<file path="src/rtl/pipe_stage_skid.sv">
// rtl/pipe_stage_skid.sv - elastic pipeline register with 2-entry skid buffer, flush and bubble
// Optional statistics counters: define PIPE_STAGE_STATS_EN.
module pipe_stage_skid #(
    parameter int DATA_W = 32,
    parameter int CTRL_W = 22
) (
    input  logic              clk,
    input  logic              reset,
    input  logic              in_valid,
    output logic              in_ready,
    input  logic [DATA_W-1:0] in_data,
    input  logic [CTRL_W-1:0] in_ctrl,
    input  logic              bubble,
    input  logic              flush,
    output logic              out_valid,
    input  logic              out_ready,
    output logic [DATA_W-1:0] out_data,
    output logic [CTRL_W-1:0] out_ctrl,
`ifdef PIPE_STAGE_STATS_EN
    output logic [15:0]       stall_cnt,
    output logic [15:0]       squash_cnt,
`endif
    output logic [1:0]        occupancy
);

    typedef enum logic [1:0] {
        EMPTY = 2'd0,
        ONE   = 2'd1,
        FULL  = 2'd2
    } state_t;

    state_t            state_q, state_n;
    logic [DATA_W-1:0] main_data_q, main_data_n, skid_data_q, skid_data_n;
    logic [CTRL_W-1:0] main_ctrl_q, main_ctrl_n, skid_ctrl_q, skid_ctrl_n;
    logic [CTRL_W-1:0] in_ctrl_eff;
    logic              acc, tak;

    assign in_ready  = (state_q != FULL) & ~flush;
    assign out_valid = (state_q != EMPTY);
    assign out_data  = main_data_q;
    assign out_ctrl  = main_ctrl_q;
    assign occupancy = 2'(state_q);

    assign acc         = in_valid & in_ready;
    assign tak         = out_valid & out_ready;
    assign in_ctrl_eff = bubble ? {CTRL_W{1'b0}} : in_ctrl;

    always_ff @(posedge clk or negedge reset) begin
        if (!reset) begin
            state_q     <= EMPTY;
            main_data_q <= '0;
            main_ctrl_q <= '0;
            skid_data_q <= '0;
            skid_ctrl_q <= '0;
        end else begin
            state_q     <= state_n;
            main_data_q <= main_data_n;
            main_ctrl_q <= main_ctrl_n;
            skid_data_q <= skid_data_n;
            skid_ctrl_q <= skid_ctrl_n;
        end
    end

    // Vacated entries are zeroed so unused storage never reads stale data.
    always_comb begin
        state_n     = state_q;
        main_data_n = main_data_q;
        main_ctrl_n = main_ctrl_q;
        skid_data_n = skid_data_q;
        skid_ctrl_n = skid_ctrl_q;
        if (flush) begin
            state_n     = EMPTY;
            main_data_n = '0;
            main_ctrl_n = '0;
            skid_data_n = '0;
            skid_ctrl_n = '0;
        end else begin
            case (state_q)
                EMPTY: begin
                    if (acc) begin
                        state_n     = ONE;
                        main_data_n = in_data;
                        main_ctrl_n = in_ctrl_eff;
                    end
                end
                ONE: begin
                    if (acc && tak) begin
                        main_data_n = in_data;
                        main_ctrl_n = in_ctrl_eff;
                    end else if (acc) begin
                        state_n     = FULL;
                        skid_data_n = in_data;
                        skid_ctrl_n = in_ctrl_eff;
                    end else if (tak) begin
                        state_n     = EMPTY;
                        main_data_n = '0;
                        main_ctrl_n = '0;
                    end
                end
                FULL: begin
                    if (tak) begin
                        state_n     = ONE;
                        main_data_n = skid_data_q;
                        main_ctrl_n = skid_ctrl_q;
                        skid_data_n = '0;
                        skid_ctrl_n = '0;
                    end
                end
                default: begin
                    state_n     = EMPTY;
                    main_data_n = '0;
                    main_ctrl_n = '0;
                    skid_data_n = '0;
                    skid_ctrl_n = '0;
                end
            endcase
        end
    end

`ifdef PIPE_STAGE_STATS_EN
    // A word leaving downstream in the flush cycle is delivered, not squashed.
    logic [1:0]  squash_add;
    logic [16:0] squash_sum;

    always_comb begin
        squash_add = occupancy - {1'b0, tak};
        squash_sum = {1'b0, squash_cnt} + {15'b0, squash_add};
    end

    always_ff @(posedge clk or negedge reset) begin
        if (!reset) begin
            stall_cnt  <= '0;
            squash_cnt <= '0;
        end else begin
            if (out_valid && !out_ready && stall_cnt != 16'hFFFF)
                stall_cnt <= stall_cnt + 16'd1;
            if (flush)
                squash_cnt <= squash_sum[16] ? 16'hFFFF : squash_sum[15:0];
        end
    end
`endif

endmodule

</file>
<file path="config.mk">
export PLATFORM = sky130hd
export DESIGN_NAME = pipe_stage_skid
export DESIGN_NICKNAME = d
export VERILOG_FILES = /design/src/rtl/pipe_stage_skid.sv
export SDC_FILE = /design/constraint.sdc
export NUM_CORES = 1
export LEC_CHECK = 0
export BUFFER_PORTS_ARGS = -buffer_cell sky130_fd_sc_hd__buf_2
export CAP_MARGIN = 20
export CORE_ASPECT_RATIO = 1.1
export CORE_MARGIN = 8
export CORE_UTILIZATION = 50
export CTS_CLUSTER_SIZE = 24
export DETAILED_ROUTE_END_ITERATION = 7
export PLACE_DENSITY = 0.77
export SYNTH_ARGS = -nofsm -noshare
export SYNTH_HDL_FRONTEND = slang
export SYNTH_SLANG_ARGS = --single-unit
</file>
<file path="constraint.sdc">
create_clock -name clk -period 1.5 [get_ports clk]
set_input_delay 0 -clock clk [delete_from_list [all_inputs] [get_ports clk]]
set_output_delay 0 -clock clk [all_outputs]
set_load 0.03 [all_outputs]
</file>
=== After elaboration in Yosys (flattened, before gate mapping) ===
Index checks and enable logic that the tools add are counted.

* Flip-flop bits (word level): 110
* Input bits: 60
* Output and inout bits: 58
* Word-level logic and storage cells: 54

* Equality and inequality tests: 11
* Mux-type cells: 28
* Bitwise gates (word level): 4
* Reductions and logical operators: 6

{| class="wikitable"
|+ Operators with widths
! kind !! count
|-
| two-way mux 32 bit || 8
|-
| two-way mux 22 bit || 9
|-
| case mux 32 bit (3 select lines) || 2
|-
| case mux 22 bit (3 select lines) || 2
|-
| two-way mux 2 bit || 6
|-
| inequality test 3 bit (second input constant) || 4
|-
| inequality test 4 bit (second input constant) || 3
|-
| AND reduction 4 bit || 3
|-
| case mux 2 bit (3 select lines) || 1
|-
| inequality test 2 bit (second input constant) || 2
|-
| AND 1 bit || 3
|-
| equality test 2 x 1 -> 1 bit (second input constant) || 1
|-
| equality test 2 bit (second input constant) || 1
|-
| zero test 2 bit || 1
|-
| nonzero test 2 bit || 1
|-
| logical AND 1 bit || 1
|-
| inverter 1 bit || 1
|}

=== Depth between registers and ports, before layout ===
Gate-level depths: netlist (run 1).

* Depth after elaboration: 7
* Depth in mapped cells: 7
* Gate-level depth less buffers: 4

=== Worst setup path before layout (run 1) ===
Ideal clock, no wire load.

* Path type: flip-flop to flip-flop
* Start: register state_q[0] (netlist: occupancy[0])
* End: register skid_ctrl_q[10]
* Data arrival time: 1676 ps
* Required time: 1372 ps
* Setup slack: -304 ps
* Stages on the path, launching flop included: 6
* Buffers on the path: 2
* Cell sequence: dfrtp_1 buf_4 o22a_1 nor2_4 buf_2 mux2_1

* Longest elaborated chain between the ends: 6
* Elaborated cells between the ends (all ways): 16
* Those cells by class: eq/ne: 7; mux: 2; bitwise: 3; reduce/logical: 4

{| class="wikitable"
|+ Ends and longest elaborated chain
! item !! line !! source
|-
| start, declared || 32 || <nowiki>state_t state_q, state_n;</nowiki>
|-
| start signal, assigned || 56 || <nowiki>state_q <= state_n;</nowiki>
|-
| inequality test 2 bit || 38 || <nowiki>assign in_ready = (state_q != FULL) & ~flush;</nowiki>
|-
| AND 1 bit || 38 ||
|-
| AND 1 bit || 44 || <nowiki>assign acc = in_valid & in_ready;</nowiki>
|-
| logical AND 1 bit || 87 || <nowiki>if (acc && tak) begin</nowiki>
|-
| inequality test 3 bit (no source line) || -- ||
|-
| AND reduction 4 bit (no source line) || -- ||
|-
| end signal, assigned || 60 || <nowiki>skid_ctrl_q <= skid_ctrl_n;</nowiki>
|-
| end, declared || 34 || <nowiki>logic [CTRL_W-1:0] main_ctrl_q, main_ctrl_n, skid_ctrl_q, skid_ctrl_n;</nowiki>
|}

Parallel ways exist; a longest one is shown, timed or not.
A chain may end at the register's enable or synchronous reset.

=== Worst setup path in the final report (run 1) ===
* Start: register state_q[1] (netlist: occupancy[1])
* End: register skid_ctrl_q[18]

The elaborated chain is that of the path after synthesis.

==> results of run 1 <==
-- layer usage --
metal  GRT usage, %  share of wire (%)  routed length [um]  vias up
met4          6.787                1.2                 180        0
met3          3.299                6.1                 932       14
li1               -                  -                   -     2159
met5              0                  0                   0        -
met1          25.55                 44                6836     2331
met2          34.45                 48                7424      159
-- cells in the final DEF, fill, tap and decap left out, types with 2 or more instances in the layout --
master         instances
a22o_1                54
dlygate4sd3_1         33
o21ai_0               20
buf_12                11
nand2_1               55
buf_6                 10
nor2_4                 2
o21ai_1                3
mux2_1                21
nor2_1                27
clkbuf_8               3
mux2i_1               64
dfrtp_2                2
dfrtp_1              108
clkbuf_16             12
o2bb2ai_1             31
buf_4                 18
inv_1                 32
a32oi_1               22
buf_2                116
-- state kept, by name, summed over array words and instances, names as in the netlist --
name / cells
skid_ctrl_q: 22
out_data: 32
skid_data_q: 32
out_ctrl: 22
occupancy: 2
-- stage by stage --
step / util (%) / power [mW] / setup WS, ns
floorplan: - / 4.110 / -0.1849
finish: 67.16 / 7.081 / -0.1133
global route: 67.16 / 7.352 / -0.1697
global placement: 59.30 / 4.585 / -0.2237
CTS: 65.73 / 7.055 / -0.1076
detailed placement: 59.30 / 4.628 / -0.3063
-- final timing paths --
kind / from / slack [ns] / to
max in group asynchronous: reset / 0.78 / skid_ctrl_q[3]
worst min register to register: skid_ctrl_q[9] / 0.50 / skid_ctrl_q[9]
worst min-delay path: flush / 0.03 / occupancy[0]
worst max-delay path: occupancy[1] / -0.11 / skid_ctrl_q[18]
min in group asynchronous: reset / 0.14 / out_data[6]
worst max register to register: occupancy[1] / -0.11 / skid_ctrl_q[18]
-- cells by family (layout without fill, tap and decap cells) --
family	count (synthesis)	in the layout
flip-flops	110	110
multiplexers	87	87
AO/OA/AOI/OAI	136	136
XOR/XNOR	1	1
buffers and inverters	79	244
AND/OR/NAND/NOR	93	94
-- worst register-to-register path: cells and delay by family (launching register included) --
family | cells | cell delay, ns
flip-flops | 1 | 0.46
multiplexers | 1 | 0.36
AO/OA/AOI/OAI | 1 | 0.18
AND/OR/NAND/NOR | 1 | 0.14
buffers and inverters | 2 | 0.35
-- power breakdown --
group | switching (mW) | total (mW) | internal [mW]
Sequential | 0.0945 | 3.22 | 3.12
Clock | 1.09 | 2.32 | 1.23
Combinational | 0.887 | 1.54 | 0.654
Total | 2.08 | 7.08 | 5.01
-- area by class of cell --
| type | count | area [um2] |
|---|---|---|
| fillers | 820 | 3600 |
| inverters | 34 | 130.1 |
| multi-input cells | 318 | 2495 |
| flip-flops and latches | 110 | 2755 |
| well taps | 147 | 183.9 |
| clock inverters | 4 | 30.03 |
| repair buffers | 194 | 1510 |
| clock buffers | 12 | 256.5 |
-- repair_timing --
item                                   CTS  global route
hold buffers                            33             0
gates cloned                             1             4
gates resized for setup                 11            11
setup endpoints to repair              112           111
buffers inserted                         3             4
pin swaps                                2             3
endpoints found under the hold margin  130             0
==> impl_metrics.ini, run 1 <==
[critical_path]
cp_top_family = flip-flops
critical_path_class = reg2reg
crit_required_ns = 1.72
cp_max_fo = 24
crit_slowest_cell = dfrtp_2
cp_cell_sequence = buf_6 > o22a_1 > nor2_4 > buf_12 > mux2_1
slowest_delay_ns = 0.46
cp_data_arrival_time_ns = 1.83
critPathBufInv = 2
cp_num_cells = 5
end_kind = flop
cp-start-kind = flop
rr_worst_depth = 5

[global_routing]
grt_pass1_vias = 4783
overflow = 0
antenna_found_initial = 0
grt_pass1_wl_um = 24060
grt_start_max_net_pins = 45
track_usage_pct = 20.31

[worst_hold_path]
hold_class = in2reg
min_path_cells = 2

[floorplan]
die_h_um = 127.2
die_area_um2 = 14900
coreArea_um2 = 10960
num_io_pins = 118
row_count = 40
fp.dieW_um = 117.1
start_util_pct = 51.30

[layout]
area_growth_pct = 30.91
drive_gt1_share_pct = 28.72
n_antenna_cell = 0
fin_area_um2 = 7361
layoutNonFillerInstCount = 819
layout.nets = 727

[yosys]
synth_xor_xnor_area_share_pct = 0.4895
seq_area_frac_synth_pct = 48.95
yosys.area_share.simple_pct = 7.210
syn_avg_cell_area_um2 = 11.11
synth_fa_ha_area_share_pct = 0
ys_seq_elements = 110
synth_top_area_share_pct = 48.95
synthCells = 506
ys_top_cells_by_area = dfrtp_1, mux2i_1, a22o_1, o2bb2ai_1, mux2_1
synth_most_common_cell = dfrtp_1
synth_edf_count = 0
synth_area_um2 = 5623
yosysWarnings = 0
ys_types = 32
synth.largest_area_cell = dfrtp_1
synth_commonest_cells = dfrtp_1, mux2i_1, nand2_1
synthMuxAreaShare_pct = 15.98
synth_top_family_by_area = compound AO/OA/AOI/OAI gates
synth-compound-area-share_pct = 20.03
syn-num-nets = 566
synthFlopType = dfrtp_1
async_flop_share_pct = 100.0

[run]
cap_violations = 0

[routing]
via_count = 4663
drt_pass1_iterations = 5
dr.first_iter.drc_count = 308
viasPerCell = 5.694
remaining_drc_errors = 0
wirelength_um = 15370
ant_nets = 0
wire_per_inst_um = 18.77

[sta]
finalCritPeriodShare_pct = 107.6
relSlewSlack_pct = 57.48
finClkSkew_ns = 0.008227
rsz0062_at_grt = true
drv_slew = 0
finalSetupViolations = 109
fmax_ghz = 0.6199
worst_pin_slew_ns = 0.6349
hold_viol = 0
holdWs_ns = 0.02603
min_period_ns = 1.613
setup_tns_ns = -6.657
timing.final.ws_setup_ns = -0.1133

[outcome]
violations = setup timing
status = finished with violations

[clock_network]
tritoncts = built
clkTransAtPathRegs_ns = 0.07
clk_path_buf_depth = 2
cts-root-buf = clkbuf_16
clock_sinks = 110
clk_latency_ns = 0.35
cts_inserted_buffers = 9
cts-htree-levels = 3

[pwr]
power_density_nw_per_um2 = 961.9
leakage_nw = 3.499
ir_drop_mv = 0.5036

[placement]
gp_congestion = 0.7750
place_inst = 758
dp_hpwl_um = 9834
placed_area_um2 = 6500
io_buffers = 117
(Power assumes the default switching activity.)
==> run 2, diff against run 1 <==
--- a/config.mk
+++ b/config.mk
@@ -5,7 +5,7 @@
 export SDC_FILE = /design/constraint.sdc
 export NUM_CORES = 1
 export LEC_CHECK = 0
-export BUFFER_PORTS_ARGS = -buffer_cell sky130_fd_sc_hd__buf_2
+export BUFFER_PORTS_ARGS = -buffer_cell sky130_fd_sc_hd__clkbuf_2
 export CAP_MARGIN = 20
 export CORE_ASPECT_RATIO = 1.1
 export CORE_MARGIN = 8
==> run 2 against run 1 <==
  * The run still ends with setup timing left
  * Setup slack improved by 0.018 ns
  * Hold slack gained 0.012 ns
  * Die area did not move
  * Cell count decreased by 0.85%
  * Critical path depth unchanged
  * Via count is 0.79% higher
  * Fmax is 1.1% higher
  * Flip-flop and latch count did not move
  * Sequential power hardly changed
  * Count of clock-buffer cells in the layout shrank 2
  * Critical endpoint is now skid_ctrl_q[9]
==> impl_metrics.ini, run 2 (same netlist as run 1, synthesis figures left out) <==
[sta]
rsz0062_at_grt = true
fmax_ghz = 0.6267
min_period_ns = 1.596
relSlewSlack_pct = 57.93
finalCritPeriodShare_pct = 106.4
finClkSkew_ns = 0.01046
timing.final.ws_setup_ns = -0.09565
finalSetupViolations = 107
drv_slew = 0
hold_viol = 0
holdWs_ns = 0.03815
worst_pin_slew_ns = 0.6298

[layout]
drive_gt1_share_pct = 28.12
final_common_cell = clkbuf_2
final_cell_mix = clkbuf_2, dfrtp_1, mux2i_1, nand2_1, a22o_1
area_growth_pct = 29.04
layout.nets = 720
n_antenna_cell = 0
nFillCells = 841

[clock_network]
cts_inserted_buffers = 9
clk_latency_ns = 0.35
clk_path_buf_depth = 2
clock_sinks = 110
cts-htree-levels = 3
clkTransAtPathRegs_ns = 0.08
tritoncts = built
cts-root-buf = clkbuf_16

[routing]
via_count = 4700
dr.first_iter.drc_count = 430
ant_nets = 0
drt_pass1_iterations = 5
wirelength_um = 15110
remaining_drc_errors = 0
viasPerCell = 5.788
wire_per_inst_um = 18.60

[critical_path]
cp_data_arrival_time_ns = 1.83
cp-startpoint = occupancy[1]
crit_required_ns = 1.73
rr_startpoint = occupancy[1]
end_kind = flop
cp-start-kind = flop
cp_max_fo = 24
critical_path_class = reg2reg
rr_worst_depth = 5

[placement]
dp_hpwl_um = 9928
gp_congestion = 0.7789
io_buffers = 117

[floorplan]
num_io_pins = 118
die_area_um2 = 14900
fp.dieW_um = 117.1
row_count = 40
start_util_pct = 51.30
die_h_um = 127.2
coreArea_um2 = 10960

[global_routing]
antenna_found_initial = 0
grt_pass1_wl_um = 24100
grt_start_max_net_pins = 48
busiest_layer = met2
grt_pass1_vias = 4758
globalRouteMet1Util_pct = 26.00
use_met2_pct = 33.40
overflow = 0
use_met3_pct = 3.817
track_usage_pct = 20.39

[outcome]
violations = setup timing
status = finished with violations

[pwr]
total_power_mw = 6.948
ir_drop_mv = 0.5447
leakage_nw = 3.418
power_density_nw_per_um2 = 957.6

[run]
cap_violations = 0

[worst_hold_path]
min_path_cells = 4
hold_class = in2reg
hp-start = in_ctrl[15]
## run 2: cell types whose count changed in the layout (fill, tap and decap cells not counted), sizes merged
| cell | before | now |
|---|---|---|
| clkinvlp | 1 | 2 |
| clkbuf | 16 | 128 |
| buf | 157 | 37 |
| clkinv | 3 | 5 |
| nor2b | 3 | 2 |
| inv | 34 | 33 |
## run 2: metrics by stage
step | TNS, ns | cells | cell area, um2 | setup slack, ns | utilization [%]
finish | -5.631 | 812 | 7256 | -0.09565 | 66.20
global route | -12.44 | 812 | 7256 | -0.1508 | 66.20
CTS | -5.508 | 810 | 7197 | -0.09367 | 65.66
detailed placement | -9.814 | 757 | 6492 | -0.2335 | 59.24
global placement | -8.018 | 757 | 6492 | -0.2374 | 59.24
floorplan | -11.49 | 506 | 5648 | -0.1849 | -
## run 2: repair_timing
item | 4_1_cts | 5_1_grt
hold buffers | 33 | 0
endpoints found under the setup margin | 108 | 111
cloned | 0 | 2
buffers inserted | 4 | 0
hold endpoints to repair | 96 | 0
gates resized for setup | 19 | 6
pin swaps | 3 | 1
## run 2: final timing paths
| path | slack (ns) | to |
|---|---|---|
| max | -0.1 | skid_ctrl_q[9] |
| min | 0.04 | skid_ctrl_q[15] |
| max reg2reg | -0.1 | skid_ctrl_q[9] |
| min reg2reg | 0.50 | skid_ctrl_q[1] |
| max in group asynchronous | 0.72 | occupancy[0] |
| min in group asynchronous | 0.14 | out_data[9] |
## run 2: metal layers
metal	up-vias	share of wire [%]
met5	-	0
met4	0	1.9
met3	20	7.5
met2	195	49
met1	2332	42
li1	2153	-
## run 2: final cells by class
cell class	count	area, um2	share of cell area [%]
timing repair buffer	188	1423	19.61
sequential	110	2755	37.97
inverter	34	130.1	1.793
tap	147	183.9	2.535
clock inverter	6	38.79	0.5346
clock buffer	10	229.0	3.156
multi-input combinational	317	2496	34.40
## run 2: worst max-delay path, stage by stage, from the launching register on
cell and delay (ns):
dfrtp_2 0.44, buf_6 0.14, o22a_1 0.19, nor2_4 0.15, buf_12 0.20, mux2_1 0.34
## run 2: power by group
part | total, mW | switching (mW) | internal [mW]
sequential | 3.22 | 0.0988 | 3.13
combinational | 1.50 | 0.878 | 0.623
clock | 2.22 | 1.10 | 1.12
total | 6.95 | 2.08 | 4.87
==> run 3, diff against run 2 <==
--- a/config.mk
+++ b/config.mk
@@ -5,6 +5,7 @@
 export SDC_FILE = /design/constraint.sdc
 export NUM_CORES = 1
 export LEC_CHECK = 0
+export ABC_AREA = 1
 export BUFFER_PORTS_ARGS = -buffer_cell sky130_fd_sc_hd__clkbuf_2
 export CAP_MARGIN = 20
 export CORE_ASPECT_RATIO = 1.1
@@ -12,7 +13,7 @@
 export CORE_UTILIZATION = 50
 export CTS_CLUSTER_SIZE = 24
 export DETAILED_ROUTE_END_ITERATION = 7
-export PLACE_DENSITY = 0.77
+export PLACE_DENSITY = 0.76
 export SYNTH_ARGS = -nofsm -noshare
 export SYNTH_HDL_FRONTEND = slang
 export SYNTH_SLANG_ARGS = --single-unit
==> run 3 against run 2 <==
  * The flow still finishes with violations (setup timing)
  * Combinational power rose to 2.6 times the previous value
  * First-iteration DRC count up 49%
  * Sequential power up 15%
==> impl_metrics.ini, run 3 <==
[pwr]
p_switching_mw = 4.057
power_density_nw_per_um2 = 1276
leakage_nw = 4.573
sw_frac_of_total_pct = 39.50
clkPwrFrac_pct = 25.4
seqPwrFrac_pct = 36.1
intPower_mw = 6.213
pwr-share-comb_pct = 38.5
ir_drop_mv = 0.8428

[routing]
wire_per_inst_um = 15.62
wirelength_um = 19120
viasPerCell = 5.261
drt_pass1_iterations = 5
via_count = 6439
ant_nets = 0
dr.first_iter.drc_count = 641
remaining_drc_errors = 0

[yosys]
synthFlopType = dfrtp_1
syn_avg_cell_area_um2 = 6.625
synthCells = 949
synth_most_common_cell = nand2_1
ys_types = 19
syn-num-nets = 1009
yosysWarnings = 0
async_flop_share_pct = 100.0
synth_top_family_by_area = simple AND/OR/NAND/NOR gates
ys_seq_elements = 110
ys_top_cells_by_area = dfrtp_1, nand2_1, nand4_1, nor2_1, nor3_1
synth_top_area_share_pct = 43.78
synth_edf_count = 0
synthMuxAreaShare_pct = 0
synth-compound-area-share_pct = 4.418
synth_area_um2 = 6287
synth_xor_xnor_area_share_pct = 0
synth.largest_area_cell = dfrtp_1
seq_area_frac_synth_pct = 43.78
synth_fa_ha_area_share_pct = 0
synth_commonest_cells = nand2_1, dfrtp_1, nor2_1
yosys.area_share.simple_pct = 42.37

[outcome]
status = finished with violations
violations = setup timing

[clock_network]
cts-htree-levels = 3
cts-root-buf = clkbuf_16
clkTransAtPathRegs_ns = 0.07
tritoncts = built
clock_sinks = 110
clk_latency_ns = 0.36
clk_path_buf_depth = 2
cts_inserted_buffers = 9

[critical_path]
cp_data_arrival_time_ns = 1.81
cp-start-kind = flop
cp_cell_sequence = buf_4 > nor2_1 > nand2_1 > nand3_4 > nor2_4 > buf_12 > buf_12 > nand2_1 > nand2_1
crit_slowest_cell = dfrtp_2
cp_common_cell = nand2_1
critical_path_class = reg2reg
cp_max_fo = 15
crit_required_ns = 1.75
end_kind = flop
slowest_delay_ns = 0.44

[global_routing]
grt_start_max_net_pins = 56
grt_pass1_vias = 6022
antenna_found_initial = 0
track_usage_pct = 21.52
grt_pass1_wl_um = 28990
overflow = 0

[layout]
layout.nets = 1122
layoutNonFillerInstCount = 1224
area_growth_pct = 28.06
n_antenna_cell = 0
final_common_cell = nand2_1
multi_input_area_um2 = 3134
drive_gt1_share_pct = 22.12
ff_latch_area_um2 = 2755
nFillCells = 1112
final_cell_mix = nand2_1, clkbuf_2, dfrtp_1, nor2_1, inv_1

[sta]
worst_pin_slew_ns = 0.4499
setup_tns_ns = -2.222
relSlewSlack_pct = 70.01
finalCritPeriodShare_pct = 104.3
drv_slew = 0
rsz0062_at_grt = true
holdWs_ns = 0.01201
fmax_ghz = 0.6390
min_period_ns = 1.565
finalSetupViolations = 100
timing.final.ws_setup_ns = -0.06493
hold_viol = 0
finClkSkew_ns = 0.007501

[worst_hold_path]
hold_class = in2reg

[floorplan]
fp.dieW_um = 122.9
row_count = 43
coreArea_um2 = 12430
die_area_um2 = 16420
die_h_um = 133.6
start_util_pct = 50.59
num_io_pins = 118

[placement]
place_inst = 1188
dp_hpwl_um = 11440
io_buffers = 117
gp_congestion = 0.8033
pre_cts_slack_ns = 0.02877

[run]
cap_violations = 0
run 3: changes by cell type after synthesis, moves of 34 or more:
cell / change
nand2_1: +388
mux2i_1: -65
nor2_1: +58
nand4_1: +55
a22o_1: -54
nor3_1: +54
inv_1: +34
run 3: path summary, 6_finish.rpt:
path | cells after the start | slack [ns] | end | from
max | 9 | -0.06 | out_ctrl[20] | occupancy[0]
min in group asynchronous | 2 | 0.14 | skid_data_q[10] | reset
min | 5 | 0.01 | skid_data_q[22] | in_data[22]
max reg2reg | 9 | -0.06 | out_ctrl[20] | occupancy[0]
max in group asynchronous | 3 | 0.76 | skid_data_q[30] | reset
min reg2reg | 2 | 0.48 | out_data[12] | out_data[12]
run 3: kinds of logic (layout without fill, tap and decap cells):
group           Yosys count  count (layout)
flops                   110             110
compound gates           55              55
simple gates            645             645
buf+inv                 139             257
run 3: area by class of cell:
| cell class | count | share of cell area [%] |
|---|---|---|
| Clock inverter | 5 | 1.041 |
| Timing Repair Buffer | 172 | 17.17 |
| Inverter | 69 | 3.310 |
| Sequential cell | 110 | 34.22 |
| Tap cell | 157 | 2.440 |
| Clock buffer | 11 | 2.890 |
| Multi-Input combinational cell | 700 | 38.93 |
run 3: critical path: cells and delay by family (launching register included):
| family | cells | cell delay, ns |
|---|---|---|
| buf+inv | 3 | 0.43 |
| flops | 1 | 0.44 |
| simple gates | 6 | 0.59 |
run 3: metrics by stage:
step	cell area, um2	util [%]	total power [mW]
6_report	8051	64.78	10.27
4_1_cts	7538	60.66	9.838
2_1_floorplan	6311	-	6.030
5_1_grt	8051	64.78	10.80
3_5_place_dp	7191	57.86	7.242
3_3_place_gp	7191	57.86	7.214
run 3: repair_timing:
| action | 4_1_cts | 5_1_grt |
|---|---|---|
| hold buffers | 2 | 0 |
| buffers inserted | 0 | 9 |
| pin swaps | 0 | 6 |
| setup endpoints to repair | 1 | 110 |
| gates resized for setup | 3 | 64 |
| cloned | 0 | 9 |
| endpoints found under the hold margin | 94 | 0 |
run 3: power groups by stage:
stage                     combinational, mW  clock [mW]  sequential, mW
after CTS                              3.54        2.61            3.68
final                                  3.95        2.61            3.71
after floorplan                        1.71           0            4.32
after global routing                   4.29        2.75            3.76
after global placement                 3.48           0            3.73
after detailed placement               3.51           0            3.73
run 3: per-layer routing:
layer	routed length [um]	track usage, %
met5	0	0
met4	410	6.305
met1	7826	27.77
met2	9338	35.74
met3	1545	3.851
